File: config.mk
export PLATFORM = sky130hd
export DESIGN_NAME = fetch_unit
export DESIGN_NICKNAME = d
export VERILOG_FILES = /design/src/rtl/fetch_pkg.sv /design/src/rtl/fetch_next_pc.sv /design/src/rtl/fetch_unit.sv
export SDC_FILE = /design/constraint.sdc
export NUM_CORES = 1
export LEC_CHECK = 0
export CAP_MARGIN = 20
export CORE_UTILIZATION = 50
export CTS_CLUSTER_SIZE = 28
export DETAILED_ROUTE_END_ITERATION = 16
export HOLD_SLACK_MARGIN = 0.08
export PLACE_DENSITY = 0.8
export SYNTH_ARGS = -nofsm -noshare
export SYNTH_HDL_FRONTEND = slang
export SYNTH_SLANG_ARGS = --single-unit
File: constraint.sdc
create_clock -name clk -period 7.4 [get_ports clk]
set_input_delay 2.22 -clock clk [delete_from_list [all_inputs] [get_ports clk]]
set_output_delay 2.22 -clock clk [all_outputs]
set_load 0.01 [all_outputs]
File: src/rtl/fetch_pkg.sv
// Shared types and constants for the instruction-fetch stage.
package fetch_pkg;

    typedef enum logic [1:0] {
        IDLE  = 2'd0,
        FETCH = 2'd1,
        DRAIN = 2'd2,
        HOLD  = 2'd3
    } fetch_state_t;

    localparam logic [31:0] NOP_INSTR = 32'h0000_0000;

    localparam logic [5:0] OP_J   = 6'h02;
    localparam logic [5:0] OP_JAL = 6'h03;

endpackage

File: src/rtl/fetch_next_pc.sv
// Next-PC selection: redirect target, sequential PC+4 and the value loaded into pcF.
module fetch_next_pc (
    input  logic [31:0] pc_f,
    input  logic [3:0]  pc_region,
    input  logic [25:0] jump_index,
    input  logic [31:0] pc_branch,
    input  logic [31:0] redir_pc,
    input  logic        jump,
    input  logic        sel_target,
    input  logic        sel_redir,
    input  logic        sel_seq,
    output logic [31:0] target,
    output logic [31:0] pc_plus4,
    output logic [31:0] pc_next
);

    assign pc_plus4 = pc_f + 32'd4;

    // Jump wins over branch; branch targets are word-aligned by masking.
    always_comb begin
        if (jump)
            target = {pc_region, jump_index, 2'b00};
        else
            target = pc_branch & ~32'd3;
    end

    always_comb begin
        if (sel_target)
            pc_next = target;
        else if (sel_redir)
            pc_next = redir_pc;
        else if (sel_seq)
            pc_next = pc_plus4;
        else
            pc_next = pc_f;
    end

endmodule

File: src/rtl/fetch_unit.sv
// Instruction-fetch stage with wait-state tolerant imem handshake and the IF/ID register.
import fetch_pkg::*;

module fetch_unit #(
    parameter logic [31:0] RESET_PC = 32'h0000_0000
) (
    input  logic        clk,
    input  logic        rst,
    input  logic        stallF,
    input  logic        stallD,
    input  logic        pcSrcD,
    input  logic        jump,
    input  logic        clearD,
    input  logic [31:0] pcBranchD,
    output logic        imemReq,
    output logic [31:0] imemAddr,
    input  logic        imemValid,
    input  logic [31:0] imemRdata,
    output logic [31:0] instrD,
    output logic [31:0] pcPlus4D,
    output logic        validD,
    output logic [5:0]  opCodeD,
    output logic [5:0]  funcD,
    output logic        fetchBusy
);

    fetch_state_t state;
    logic [31:0]  pcF;
    logic [31:0]  redirPc;
    logic [31:0]  holdBuf;
    logic [31:0]  target;
    logic [31:0]  pcPlus4F;
    logic [31:0]  pcNext;
    logic         redir;
    logic         flush;
    logic         deliver;
    logic [31:0]  deliverWord;
    logic         selTarget;
    logic         selRedir;
    logic         selSeq;

    assign redir     = (pcSrcD | jump) & validD & ~stallD;
    assign flush     = clearD & ~stallD;
    assign imemAddr  = pcF;
    assign fetchBusy = imemReq & ~imemValid;
    assign opCodeD   = instrD[31:26];
    assign funcD     = instrD[5:0];

    fetch_next_pc u_next_pc (
        .pc_f       (pcF),
        .pc_region  (pcPlus4D[31:28]),
        .jump_index (instrD[25:0]),
        .pc_branch  (pcBranchD),
        .redir_pc   (redirPc),
        .jump       (jump),
        .sel_target (selTarget),
        .sel_redir  (selRedir),
        .sel_seq    (selSeq),
        .target     (target),
        .pc_plus4   (pcPlus4F),
        .pc_next    (pcNext)
    );

    // PC selection and delivery decoded from the current state; the FSM below owns state changes.
    always_comb begin
        selTarget   = 1'b0;
        selRedir    = 1'b0;
        selSeq      = 1'b0;
        deliver     = 1'b0;
        deliverWord = NOP_INSTR;
        case (state)
            FETCH: begin
                if (redir) begin
                    selTarget = imemValid;
                end else if (imemValid && !stallF) begin
                    deliver     = 1'b1;
                    deliverWord = imemRdata;
                    selSeq      = 1'b1;
                end
            end
            DRAIN: selRedir = imemValid;
            HOLD: begin
                if (redir) begin
                    selTarget = 1'b1;
                end else if (!stallF) begin
                    deliver     = 1'b1;
                    deliverWord = holdBuf;
                    selSeq      = 1'b1;
                end
            end
            default: ;
        endcase
    end

    always_ff @(posedge clk or posedge rst) begin
        if (rst) begin
            state   <= IDLE;
            pcF     <= RESET_PC;
            redirPc <= '0;
            holdBuf <= '0;
            imemReq <= 1'b0;
        end else begin
            pcF <= pcNext;
            case (state)
                IDLE: begin
                    state   <= FETCH;
                    imemReq <= 1'b1;
                end
                FETCH: begin
                    if (redir) begin
                        if (!imemValid) begin
                            redirPc <= target;
                            state   <= DRAIN;
                        end
                    end else if (imemValid && stallF) begin
                        holdBuf <= imemRdata;
                        state   <= HOLD;
                        imemReq <= 1'b0;
                    end
                end
                DRAIN: begin
                    if (imemValid)
                        state <= FETCH;
                end
                HOLD: begin
                    if (redir || !stallF) begin
                        state   <= FETCH;
                        imemReq <= 1'b1;
                    end
                end
                default: begin
                    state   <= IDLE;
                    imemReq <= 1'b0;
                end
            endcase
        end
    end

    always_ff @(posedge clk or posedge rst) begin
        if (rst) begin
            instrD   <= NOP_INSTR;
            pcPlus4D <= '0;
            validD   <= 1'b0;
        end else if (!stallD) begin
            if (deliver && !flush) begin
                instrD   <= deliverWord;
                pcPlus4D <= pcPlus4F;
                validD   <= 1'b1;
            end else begin
                instrD   <= NOP_INSTR;
                pcPlus4D <= '0;
                validD   <= 1'b0;
            end
        end
    end

endmodule
==> summary by stage <==
STA
The actual transition at the worst max-transition pin is 1.02 ns. The worst path in the final design needs a cycle of 5.84 ns, including I/O delays and setup. The headroom to the max-slew limit is 0.319.

The final setup skew is 0.00805 ns. The final max-slew violation count is 0. The fmax is 0.171 GHz. The total count of hold-check failures in the final report is 0. Setup violations remaining at the end of the flow were counted as 0. The post-route fraction of the period consumed by the critical path is 0.789. Setup repair after global routing left no endpoint under its margin. Hold timing on the final database bottoms out at a slack of 0.481 ns. For the final routed database, the setup TNS stands at 0 ns.

Die
The area of the core is 15100 µm². The die width is 126 µm. The top-level port count is 183.

The floorplan step defined a die boundary enclosing 15900 µm². The initial utilization of the core area, before any placement, comes to 0.509. The die is 126 µm tall. The number of core rows is 45.

Clocking
After clock tree synthesis, the clock-pin slew on the worst setup and hold paths is 0.06 ns. Hold repair after CTS inserted 0 buffers. The clock root buffer is sky130_fd_sc_hd__clkbuf_16. The CTS tree is built. The buffer levels on the longest clock path is 2.

For the worst-skew pair, the clock arrives at the later sink with an insertion delay of 0.43 ns. After clock tree synthesis, the repair step resized 0 gates. The H-tree was split into 4 levels. Counting the buffers created by CTS gives 17. The number of setup buffers added after CTS is 0.

The tree built by TritonCTS fans out to 158 sinks.

Worst setup path
The critical path data arrival time is 3.62 ns. The worst setup path is launched from a primary input. In this run the worst path has a maximum fanout of 11. The startpoint of the lowest-slack register-to-register path is state[1]$_DFFE_PP0P_. STA classifies the critical path endpoint as a primary output.

The worst setup path is of the in2out kind. The launching instance or port of the critical path is imemValid. The required time reported for the critical path endpoint is 5.18 ns.

Logic synthesis
Summed over all instances, the cell type with the most area after synthesis is sky130_fd_sc_hd__dfrtp_1. The area share of the largest cell type after synthesis is 0.512. Counting flops with a built-in enable in the synthesized netlist gives 0. Of the total synthesized cell area, the portion taken by full adders, half adders and majority gates is 0.00162.

The post-synthesis compound-gate area fraction is 0.180. Synthesis handed over a netlist of 774 instances. The number of distinct standard cells referenced by the synthesized netlist is 55. The dominant combinational cell family by area after synthesis is compound AO/OA/AOI/OAI gates. After synthesis, the mean cell area works out to 9.97 µm².

Of the total synthesized cell area, the portion taken by AND, OR, NAND and NOR gates is 0.129. The synthesized area is 7720 µm². By area the synthesized netlist is led by sky130_fd_sc_hd__dfrtp_1 (51%), sky130_fd_sc_hd__o21ai_0 (5.0%), sky130_fd_sc_hd__mux2_1 (4.4%), sky130_fd_sc_hd__nand2_1 (4.1%), sky130_fd_sc_hd__nor2_1 (3.6%).

The sequential area share after synthesis is 0.512. The Yosys step of the flow raised 0 warnings. In the synthesized netlist the dominant register cell turns out to be sky130_fd_sc_hd__dfrtp_1. The portion of synthesized area spent on multiplexers is 0.0934. The count of state elements after synthesis is 158. Of the total synthesized cell area, the portion taken by XOR and XNOR cells is 0.0329.

For this run, asynchronously set or reset flops after synthesis account for 1.00.

Drt
The aggregate routed wire length is 20100 µm. Using the TritonRoute via totals, the vias-per-cell ratio works out to 5.77. The DRC violation total after the first TritonRoute iteration is 585.

The count of nets left with antenna violations once routing finished came out at 0. The mean routed wirelength per cell is 18.0 µm. The total via count after detailed routing is 6425. The first-pass iteration count of the detailed router is 5.

The DRC violations left is 0.

Placed design
The placer's final routability congestion estimate is 0.848. The total of buffers placed on input and output ports is 176. The HPWL after detailed placement is 13400 µm.

Finish
The most common cell after layout, fill and taps aside is sky130_fd_sc_hd__clkdlybuf4s50_1. The layout overhead on the synthesized area is 30.9%. In the layout the commonest cells are sky130_fd_sc_hd__clkdlybuf4s50_1 (174), sky130_fd_sc_hd__dfrtp_1 (158), sky130_fd_sc_hd__nand2_1 (84).

The repair_antennas step left the layout with diodes totalling 0. Of the cells placed in the final design, the portion with a size suffix greater than 1 is 0.0714. The final layout contains 986 nets.

Pwr
The net switching fraction of the power is 0.289. For this design the total switching power over the nets is 0.797 mW. Internal power comes to 1.96 mW. The share of total power dissipated in sequential elements is 0.439.

Dividing total power by cell area gives a power density of 273 nW/µm². The worst-case IR drop observed on VDD is 182 µV. The share of total power dissipated in the clock network is 0.339. The static leakage power is 4.11 nW. Of the total power, combinational logic draws 0.222.

Worst hold path
The worst hold path startpoint is pcPlus4D[19]$_DFFE_PP0N_. The path type of the worst min-delay path is reg2reg.

Global route
The wire length of the first global-routing pass is 32600 µm. The all-layer global routing usage is 0.264. The number of global-route vias before repair is 6119.

The largest net degree at the start of global routing is 111. The number of antenna violations at the first check in global routing came to 0. The final global-route overflow total is 0.

Run status
The flow ran to the end, and the final reports show no timing, DRC or antenna violations.

Run
The number of max-capacitance violations reported is 0.
## cell usage after synthesis, types with 7 or more instances
master / number
sky130_fd_sc_hd__dfrtp_1: 158
sky130_fd_sc_hd__nand2_1: 84
sky130_fd_sc_hd__o21ai_0: 77
sky130_fd_sc_hd__nor2_1: 75
sky130_fd_sc_hd__a21oi_1: 44
sky130_fd_sc_hd__a22oi_1: 32
sky130_fd_sc_hd__mux2_1: 30
sky130_fd_sc_hd__clkbuf_1: 29
sky130_fd_sc_hd__mux2i_1: 27
sky130_fd_sc_hd__buf_2: 21
sky130_fd_sc_hd__buf_4: 20
sky130_fd_sc_hd__xnor2_1: 20
sky130_fd_sc_hd__o21ai_1: 14
sky130_fd_sc_hd__nand3_1: 13
sky130_fd_sc_hd__mux2_2: 10
sky130_fd_sc_hd__o2bb2ai_1: 10
sky130_fd_sc_hd__nor3_1: 9
sky130_fd_sc_hd__xor2_1: 9
sky130_fd_sc_hd__a221oi_1: 7
## state kept, by name, indices dropped and copies added, names as in the netlist
| name | cells |
|---|---|
| state | 2 |
| instrD | 32 |
| redirPc | 30 |
| holdBuf | 32 |
| imemAddr | 30 |
| pcPlus4D | 30 |
| imemReq | 1 |
| validD | 1 |
## area by class of cell
| class | count | area, µm² |
|---|---|---|
| inverter | 5 | 23.8 |
| timing repair buffer | 187 | 1850 |
| multi-input combinational | 544 | 3410 |
| sequential | 158 | 3950 |
| tap | 188 | 235 |
| clock inverter | 11 | 164 |
| clock buffer | 20 | 467 |
| fill | 1196 | 5040 |
## stage by stage
stage	total power [mW]	util	cells	worst slack [ns]	area, µm²
2_1_floorplan	1.54	-	777	0.917	7730
3_3_place_gp	1.80	0.624	1081	1.57	9450
3_5_place_dp	1.83	0.624	1081	1.57	9450
4_1_cts	2.76	0.666	1112	1.55	10100
5_1_grt	2.89	0.667	1113	1.48	10100
6_report	2.76	0.667	1113	1.56	10100
## power by group through the flow
stage	Combinational [mW]	Sequential (mW)	Clock, mW
floorplan	0.336	1.20	0
global placement	0.591	1.21	0
detailed placement	0.609	1.22	0
CTS	0.613	1.20	0.948
global route	0.674	1.23	0.984
finish	0.612	1.21	0.935
## final timing paths
| path | to | cells past startpoint | slack, ns |
|---|---|---|---|
| worst max-delay path | fetchBusy | 3 | 1.56 |
| worst min-delay path | pcPlus4D[19]$_DFFE_PP0N_ | 2 | 0.48 |
| worst max register to register | imemAddr[22]$_DFFE_PP0P_ | 4 | 4.78 |
| worst min register to register | pcPlus4D[19]$_DFFE_PP0N_ | 2 | 0.48 |
| max in group asynchronous | instrD[22]$_DFFE_PP0N_ | 3 | 3.89 |
| min in group asynchronous | instrD[4]$_DFFE_PP0N_ | 2 | 2.32 |
## layer usage
metal	part of all wire	vias to the layer above	global-route usage
met5	0	-	0
met4	0.023	0	0.110
met3	0.056	34	0.0506
met2	0.47	226	0.402
met1	0.45	3125	0.372
li1	-	3040	-
## critical path: stages
cell,delay (ns)
sky130_fd_sc_hd__clkdlybuf4s50_1,0.61
sky130_fd_sc_hd__nor2b_1,0.19
sky130_fd_sc_hd__clkdlybuf4s50_1,0.59
## cells by family (layout without fill, tap and decap cells)
kind of cell    Yosys count  count (layout)
other cells               1               4
fa+ha+maj                 1               1
compound gates          224             224
mux                      67              67
flops                   158             158
simple gates            219             219
xor+xnor                 29              29
buf+inv                  75             223
No activity file was read; power rests on OpenSTA's default activity.
